### config.mk
export PLATFORM = sky130hd
export DESIGN_NAME = button_debounce_multi
export DESIGN_NICKNAME = d
export VERILOG_FILES = /design/src/rtl/button_debounce_multi.sv
export SDC_FILE = /design/constraint.sdc
export NUM_CORES = 1
export LEC_CHECK = 0
export ABC_AREA = 1
export BUFFER_PORTS_ARGS = -buffer_cell sky130_fd_sc_hd__buf_4
export CORE_ASPECT_RATIO = 0.9
export CORE_UTILIZATION = 30
export CTS_CLUSTER_DIAMETER = 60
export DETAILED_ROUTE_END_ITERATION = 8
export PLACE_DENSITY = 0.48
export SLEW_MARGIN = 20
export SYNTH_ARGS = -nofsm -noshare
export SYNTH_HDL_FRONTEND = slang
export SYNTH_SLANG_ARGS = --single-unit
### constraint.sdc
create_clock -name clk5 -period 2.2 [get_ports clk5]
set_input_delay 0 -clock clk5 [delete_from_list [all_inputs] [get_ports clk5]]
set_output_delay 0 -clock clk5 [all_outputs]
set_load 0.02 [all_outputs]
### src/rtl/button_debounce_multi.sv
// Multi-channel button debouncer: per-channel 2-flop synchroniser, press/release confirmation,
// long-press and auto-repeat pulses. The release/repeat ports carry a _pulse suffix because the bare names are reserved words.
module button_debounce_multi #(
  parameter int NUM_CH          = 4,
  parameter int DEBOUNCE_CYCLES = 40000,
  parameter int LONG_CYCLES     = 2500000,
  parameter int REPEAT_CYCLES   = 500000
) (
  input  logic              clk5,
  input  logic              reset,
  input  logic [NUM_CH-1:0] raw,
  input  logic              repeat_en,
  output logic [NUM_CH-1:0] level,
  output logic [NUM_CH-1:0] press,
  output logic [NUM_CH-1:0] release_pulse,
  output logic [NUM_CH-1:0] long_press,
  output logic [NUM_CH-1:0] repeat_pulse
);

  typedef enum logic [1:0] {
    IDLE            = 2'd0,
    CONFIRM_PRESS   = 2'd1,
    HELD            = 2'd2,
    CONFIRM_RELEASE = 2'd3
  } state_t;

  localparam int DB_W     = $clog2(DEBOUNCE_CYCLES);
  localparam int HOLD_MAX = (LONG_CYCLES > REPEAT_CYCLES) ? LONG_CYCLES : REPEAT_CYCLES;
  localparam int HOLD_W   = $clog2(HOLD_MAX);

  localparam logic [DB_W-1:0]   DB_LAST     = DB_W'(DEBOUNCE_CYCLES - 1);
  localparam logic [HOLD_W-1:0] LONG_LAST   = HOLD_W'(LONG_CYCLES - 1);
  localparam logic [HOLD_W-1:0] REPEAT_LAST = HOLD_W'(REPEAT_CYCLES - 1);

  genvar gi;
  generate
    for (gi = 0; gi < NUM_CH; gi++) begin : g_ch
      logic              s1_reg;
      logic              s_reg;
      state_t            state_reg, state_next;
      logic [DB_W-1:0]   db_reg, db_next;
      logic [HOLD_W-1:0] hold_reg, hold_next;
      logic              long_done_reg, long_done_next;
      logic              level_reg, level_next;
      logic              press_reg, press_next;
      logic              release_reg, release_next;
      logic              long_reg, long_next;
      logic              repeat_reg, repeat_next;

      always_ff @(posedge clk5) begin
        if (reset) begin
          s1_reg        <= 1'b0;
          s_reg         <= 1'b0;
          state_reg     <= IDLE;
          db_reg        <= '0;
          hold_reg      <= '0;
          long_done_reg <= 1'b0;
          level_reg     <= 1'b0;
          press_reg     <= 1'b0;
          release_reg   <= 1'b0;
          long_reg      <= 1'b0;
          repeat_reg    <= 1'b0;
        end else begin
          s1_reg        <= raw[gi];
          s_reg         <= s1_reg;
          state_reg     <= state_next;
          db_reg        <= db_next;
          hold_reg      <= hold_next;
          long_done_reg <= long_done_next;
          level_reg     <= level_next;
          press_reg     <= press_next;
          release_reg   <= release_next;
          long_reg      <= long_next;
          repeat_reg    <= repeat_next;
        end
      end

      always_comb begin
        state_next     = state_reg;
        db_next        = db_reg;
        hold_next      = hold_reg;
        long_done_next = long_done_reg;
        level_next     = level_reg;
        press_next     = 1'b0;
        release_next   = 1'b0;
        long_next      = 1'b0;
        repeat_next    = 1'b0;
        case (state_reg)
          IDLE: begin
            level_next = 1'b0;
            if (s_reg) begin
              state_next = CONFIRM_PRESS;
              db_next    = '0;
            end
          end
          CONFIRM_PRESS: begin
            if (!s_reg) begin
              state_next = IDLE;
            end else if (db_reg == DB_LAST) begin
              state_next     = HELD;
              level_next     = 1'b1;
              press_next     = 1'b1;
              hold_next      = '0;
              long_done_next = 1'b0;
            end else begin
              db_next = db_reg + DB_W'(1);
            end
          end
          HELD: begin
            // A low sample pauses the hold timer; it resumes if the release is not confirmed.
            if (!s_reg) begin
              state_next = CONFIRM_RELEASE;
              db_next    = '0;
            end else if (!long_done_reg) begin
              if (hold_reg == LONG_LAST) begin
                long_next      = 1'b1;
                long_done_next = 1'b1;
                hold_next      = '0;
              end else begin
                hold_next = hold_reg + HOLD_W'(1);
              end
            end else if (repeat_en) begin
              if (hold_reg == REPEAT_LAST) begin
                repeat_next = 1'b1;
                hold_next   = '0;
              end else begin
                hold_next = hold_reg + HOLD_W'(1);
              end
            end else begin
              hold_next = '0;
            end
          end
          CONFIRM_RELEASE: begin
            if (s_reg) begin
              state_next = HELD;
            end else if (db_reg == DB_LAST) begin
              state_next   = IDLE;
              level_next   = 1'b0;
              release_next = 1'b1;
            end else begin
              db_next = db_reg + DB_W'(1);
            end
          end
          default: begin
            state_next = IDLE;
            level_next = 1'b0;
          end
        endcase
      end

      assign level[gi]         = level_reg;
      assign press[gi]         = press_reg;
      assign release_pulse[gi] = release_reg;
      assign long_press[gi]    = long_reg;
      assign repeat_pulse[gi]  = repeat_reg;
    end
  endgenerate

endmodule
==> metrics.txt, run 1 <==
clk_lat worst skew=450 ps; failing checks=DRC; Max FO, Critical Path=26; # rows=67; Via density=4.65; Die Wd=207 um; Cells after Synth=1804; die area=38600 um^2; Leak=4.85 nW; Post-synth ARST share=0%; critical path class=reg -> reg; initial DRC count=707; Ant. Diodes=0; GRT Total Usage=15.3%; largest net degree at the start of global routing=32; Post-DP HPWL=21100 um; CORE AREA=37200 um^2; Final GP Congestion=0.897; final net count=1833; Power Dens Cells=546 nW/um^2; Worst Setup End Kind=register; number of global-route vias before repair=10100; number of H-tree levels=4; Pins Over Slew Limit=0; worst reg2reg path depth=10; CP Capture Point=g_ch[0].hold_reg[3]; R2R Setup Slk=240 ps; Post-synth EDFFs=0; minimum clock period=1960 ps; DRT Wirelength=28400 um; first-pass GRT wire length=49300 um; final hold vios=0; CP startpoint=g_ch[0].db_reg[0]; setup TNS=0 ps; Largest register FFs=88; root buf cell=clkbuf_16; total gr overflow=0; slew at the pin closest to its max-slew limit=673 ps; Netlist cell types=44; DR WL/cell=12.3 um; Post-DRT Antenna Nets=0; Reg clk slew, reported paths=70 ps; YS warnings=0; placed cell area=11900 um^2; cts bufs inserted=17; CTS tree=built; initial antenna violation count=0; Main synth FF type=dfxtp_1; count of state elements after synthesis=192; Fin Clk Skew=13.1 ps; Area growth, synth to finish=10.8%; RSZ-0062 raised after global routing=false; r2r endpoint=g_ch[0].hold_reg[3]; detailed-route via count=10700; worst rel slew slack=55.0%; maximum clock rate=510 MHz; syn nets=1823; Arr. time, crit path=2340 ps; initial core utilization=30.5%; proportion of layout cells with a drive suffix above 1=6.80%; Layout Cell Area excl Fill=12600 um^2; Top-Level Pins=27; CTS sink cnt=192; run status=finished, violations left; DRC Markers=2; Worst VDD drop=0.000467 V; max-cap violations=0; Bufs on Longest Clock Path=2; crit share post-route=89.1%; setup violators final=0; r2r startpoint=g_ch[0].db_reg[0]; crit path launch type=register; Pre-Repair DR Iteration Count=7; Mapped Avg Cell Area=6.29 um^2; Mapped Area=11300 um^2; sequential area share after synthesis=33.9%; IO Port Bufs=26; fin util=33.8%; worst endpoint required time=2590 ps; hold crit path type=in -> reg; die height=187 um
[per-stage QoR]
step | cells | power, W | hold WS (ps) | setup WS [ps]
final | 2306 | 0.00686 | 298 | 241
after global routing | 2306 | 0.00716 | 311 | 8.07
after CTS | 2305 | 0.00700 | 275 | 164
after detailed placement | 2271 | 0.00377 | 210 | 160
after global placement | 2271 | 0.00377 | 211 | 255
after floorplan | 1804 | 0.00370 | 107 | 526
[kinds of logic (layout without fill, tap and decap cells)]
family	after synthesis	in the layout	synth area share [%]
DFF	192	192	33.9
AOI/OAI and AO/OA	127	127	6.01
buffers and inverters	314	333	12.2
adders and majority gates	12	12	1.32
and+or+nand+nor	1107	1107	42.6
xor gates and xnor gates	52	52	4.01
[routing by layer]
layer / track usage [%] / vias up / wire (um)
met3: 2.81 / 23 / 892
met4: 4.28 / 0 / 366
li1: - / 5722 / -
met1: 21.8 / 4835 / 15000
met5: 0 / - / 0
met2: 23.4 / 153 / 12100
[how the worst min path moves through the flow]
stage                       from              to  slack [ps]  cells past startpoint
after floorplan           raw[0]  g_ch[0].s1_reg         110                      2
after global placement    raw[1]  g_ch[1].s1_reg         210                      3
after detailed placement  raw[2]  g_ch[2].s1_reg         210                      3
after CTS                 raw[1]  g_ch[1].s1_reg         270                      4
after global routing      raw[2]  g_ch[2].s1_reg         310                      4
final                     raw[1]  g_ch[1].s1_reg         300                      4
[cell usage after synthesis, types with 4 or more instances]
master,n,area (um^2)
xor2_1,51,447
nand3b_1,9,67.6
nor3b_1,5,37.5
nand2_2,14,87.6
inv_1,237,890
nor3_1,53,265
o21bai_1,5,37.5
nor4_1,12,75.1
buf_4,30,225
nor2_2,4,25.0
a21oi_1,77,385
dfxtp_1,192,3840
clkbuf_1,11,41.3
nand3_1,179,896
inv_2,9,33.8
o21ai_0,33,165
ha_1,12,150
buf_1,4,15.0
nor2_1,320,1200
buf_6,8,90.1
buf_2,14,70.1
nand2_1,434,1630
nand4_1,60,375
[critical path, stage by stage (launching register included)]
cell and delay (ps):
dfxtp_1 370, ha_1 200, nand3_2 100, nor2_4 230
nand4_2 170, nand2_4 90, buf_4 280, inv_2 160
o21bai_1 140, nand2_1 60, nor2_1 90
[cell usage in the layout, fill, tap and decap left out, types with 2 or more instances in the layout]
cell             n
o21a_1           3
nand3_1        179
nand2_1        434
inv_2           10
buf_12           2
nor2_2           4
nor4_1          12
a211oi_1         2
and3_1           2
clkinv_2         2
nor2_1         320
nand4_1         60
a21oi_1         77
nor3_1          53
nand2_2         13
dlygate4sd3_1    6
nor2_4           2
dfxtp_1        192
clkbuf_8         6
buf_4           51
inv_1          236
o21bai_1         5
nand3b_1         9
clkbuf_16       17
ha_1            12
nand3_2          3
nor3b_1          5
o21ai_0         33
nand2_4          4
xor2_1          51
nand4_2          2
bufinv_16        2
[power breakdown]
| group | leakage (nW) | switching (W) | internal (W) |
|---|---|---|---|
| Sequential | 1.55 | 0.0000136 | 0.00349 |
| Clock | 0.293 | 0.00134 | 0.00183 |
| Combinational | 3.01 | 0.000134 | 0.0000552 |
[final cells by class]
cell class	count	area, um^2
tap	483	604
timing repair buffer	59	483
sequential	192	3840
clock inverter	5	78.8
clock buffer	23	508
fill	4139	24700
multi-input combinational	1298	6130
inverter	246	923
[what timing repair did]
item / 4_1_cts / 5_1_grt
gates resized for setup: 0 / 1
hold endpoints to repair: 17 / 0
buffers inserted: 0 / 1
hold buffers: 6 / 0
setup endpoints to repair: 0 / 14
No activity file was read; power rests on OpenSTA's default activity.
==> run 2, diff against run 1 <==
--- a/config.mk
+++ b/config.mk
@@ -8,10 +8,11 @@
 export ABC_AREA = 1
 export BUFFER_PORTS_ARGS = -buffer_cell sky130_fd_sc_hd__buf_4
 export CORE_ASPECT_RATIO = 0.9
-export CORE_UTILIZATION = 30
+export CORE_UTILIZATION = 43
 export CTS_CLUSTER_DIAMETER = 60
+export CTS_CLUSTER_SIZE = 16
 export DETAILED_ROUTE_END_ITERATION = 8
-export PLACE_DENSITY = 0.48
+export PLACE_DENSITY = 0.65
 export SLEW_MARGIN = 20
 export SYNTH_ARGS = -nofsm -noshare
 export SYNTH_HDL_FRONTEND = slang
==> constraint.sdc (replaced) <==
create_clock -name clk5 -period 1.8 [get_ports clk5]
set_input_delay 0 -clock clk5 [delete_from_list [all_inputs] [get_ports clk5]]
set_output_delay 0 -clock clk5 [all_outputs]
set_load 0.02 [all_outputs]
==> run 2 against run 1 <==
- the flow now finishes without violations
- core utilization increased by 18 points
- design area increased by 7.0%
- total power increased by 27%
- register-to-register slack got worse by 140 ps
- global-route usage increased by 5.7 points
- sequential power increased by 22%
- routed wire length decreased by 0.77%
- clock skew increased by 8.1 ps
- critical path depth increased by 1
- sequential cell count unchanged
- cell count decreased by 1.7%
- die area decreased by 30%
- critical path type unchanged
- largest power group unchanged
- highest routed layer unchanged
==> metrics.txt, run 2 (synthesized netlist as in run 1, its figures left out) <==
Area growth, synth to finish=18.5%; Pins Over Slew Limit=0 (unchanged); number of H-tree levels=4 (unchanged); worst rel slew slack=68.6% (+14 points); Post-DRT Antenna Nets=0 (unchanged); hold path start=raw[3]; die height=156 um (-16%); Crit path max-delay family=simple AND/OR/NAND/NOR gates; DRC Markers=0 (-2); slowest CP cell=dfxtp_2; crit share post-route=94.4% (+5.3 points); DRT Wirelength=28200 um (-0.77%); Fillers=2570 (-38%); critical path class=reg -> reg; Arr. time, crit path=2020 ps (-320 ps); Fin Clk Skew=21.3 ps (+8.12 ps); CORE AREA=26000 um^2 (-30%); die area=27000 um^2 (-30%); CTS sink cnt=192 (unchanged); Die Wd=173 um (-16%); Worst VDD drop=0.000651 V (+40%); Register Area=3860 um^2 (+0.33%); Max FO, Critical Path=6 (-77%); IO Port Bufs=26 (unchanged); Top-Level Pins=27 (unchanged); worst reg2reg path depth=11 (+1); first-pass GRT wire length=47500 um (-3.6%); final hold vios=0 (unchanged); max incr delay on CP=350 ps (-20 ps); clk_lat worst skew=450 ps (about the same); Reg clk slew, reported paths=70 ps (about the same); Pre-Repair DR Iteration Count=6 (-1); number of global-route vias before repair=10300 (+1.3%); WHS Endpoint=g_ch[3].s1_reg; proportion of layout cells with a drive suffix above 1=13.1% (+6.3 points); minimum clock period=1700 ps (-261 ps); initial core utilization=43.7% (+13 points); DR WL/cell=12.4 um (+0.94%); Hold Path Cell Cnt=4 (unchanged); cts bufs inserted=17 (unchanged); most common cell after layout, fill and taps aside=nand2_1; worst endpoint required time=2120 ps (-470 ps); hold crit path type=in -> reg; setup violators final=0 (unchanged); Leak=5.38 nW (+11%); placed cell area=12400 um^2 (+4.0%); crit path launch type=register; instance count on the critical path=11 (+1); initial antenna violation count=0 (unchanged); maximum clock rate=589 MHz (+15%); final net count=1925 (+5.0%); area occupied by multi-input gates=6280 um^2 (+2.4%); Layout Cell Area excl Fill=13400 um^2 (+7.0%); Final GP Congestion=0.933 (+4.1%); Largest register FFs=88 (unchanged); Power Dens Cells=649 nW/um^2 (+19%); slew at the pin closest to its max-slew limit=467 ps (-205 ps); critical-path cell list=ha_1 -> nand3_1 -> nor2_2 -> nand3_1 -> nand2_1 -> nand2_1 -> nand2_1 -> nand2_1 -> buf_4 -> nand3_1 -> nor2_1; root buf cell=clkbuf_16; R2R Setup Slk=100 ps (-140 ps); total gr overflow=0 (unchanged); largest net degree at the start of global routing=53 (+66%); most frequent cells in the layout=431 x nand2_1, 314 x nor2_1, 235 x inv_1, 182 x dfxtp_1, 177 x nand3_1; Worst Setup End Kind=register; detailed-route via count=11300 (+5.2%); r2r endpoint=g_ch[0].hold_reg[12]; r2r startpoint=g_ch[0].hold_reg[1]; Via density=4.98 (+7.0%); total design power=0.00873 W (+27%); WP buf/inv=1 (-1); Post-DP HPWL=20100 um (-4.7%); CTS tree=built; max-cap violations=0 (unchanged); Bufs on Longest Clock Path=2 (unchanged); # rows=56 (-16%); run status=finished clean; cell mode on critical path=nand2_1; GRT Total Usage=21.0% (+5.7 points); initial DRC count=842 (+19%); Ant. Diodes=0 (unchanged)
[run 2: changes by cell type in the layout (fill, tap and decap cells not counted), sizes merged]
| cell | delta |
|---|---|
| bufinv | +2 |
| inv | +5 |
| nand2 | +2 |
| clkinvlp | +3 |
| clkinv | -2 |
| clkbuf | -2 |
| buf | +88 |
[run 2: tightest hold or removal path, delay by kind of cell]
family / cells / cell delay [ps]
and+or+nand+nor: 1 / 60
buffers and inverters: 3 / 660
[run 2: cell type report]
type                    count  share of cell area, %
flip-flops and latches    192                   28.7
multi-input cells        1300                   46.7
inverters                 246                   6.87
well taps                 348                   3.24
clock inverters            13                   1.45
repair buffers            149                   9.73
clock buffers              19                   3.37
[run 2: per-layer routing]
| metal | track usage, % | vias to the layer above | part of all wire (%) |
|---|---|---|---|
| met4 | 6.53 | 0 | 1.2 |
| met5 | 0 | - | 0 |
| met3 | 3.31 | 24 | 4.8 |
| li1 | - | 5917 | - |
| met1 | 28.9 | 5107 | 50 |
| met2 | 33.5 | 244 | 44 |
[run 2: stage by stage]
step / std cells / setup TNS [ps] / setup WS [ps] / utilization [%] / hold WS [ps]
CTS: 2245 / 0 / 15.0 / 50.3 / 293
global placement: 2207 / 0 / 55.3 / 47.6 / 211
global route: 2267 / -52.7 / -15.3 / 51.7 / 327
floorplan: 1804 / 0 / 126 / - / 107
detailed placement: 2207 / -1.24 / -1.24 / 47.6 / 218
finish: 2267 / 0 / 101 / 51.7 / 302
[run 2: timing repair]
action,4_1_cts,5_1_grt
gates resized for setup,1,47
hold buffers,6,0
endpoints found under the setup margin,4,127
setup buffers,0,18
endpoints found under the hold margin,13,0
pin swaps,1,13
cloned,0,4
[run 2: how the worst max path moves through the flow]
stage                        startpoint              endpoint  slack, ps
floorplan             g_ch[3].db_reg[0]   g_ch[3].hold_reg[6]        130
global placement      g_ch[3].db_reg[1]  g_ch[3].hold_reg[21]         60
detailed placement    g_ch[3].db_reg[1]   g_ch[3].hold_reg[4]         -1
CTS                   g_ch[3].db_reg[1]   g_ch[3].hold_reg[4]         20
global route         g_ch[2].db_reg[12]  g_ch[2].hold_reg[12]        -20
finish              g_ch[0].hold_reg[1]  g_ch[0].hold_reg[12]        100
[run 2: power breakdown]
group,internal [W],switching [W]
clock network,0.00243,0.00174
registers,0.00426,0.0000126
logic,0.000105,0.000185
total,0.00679,0.00194
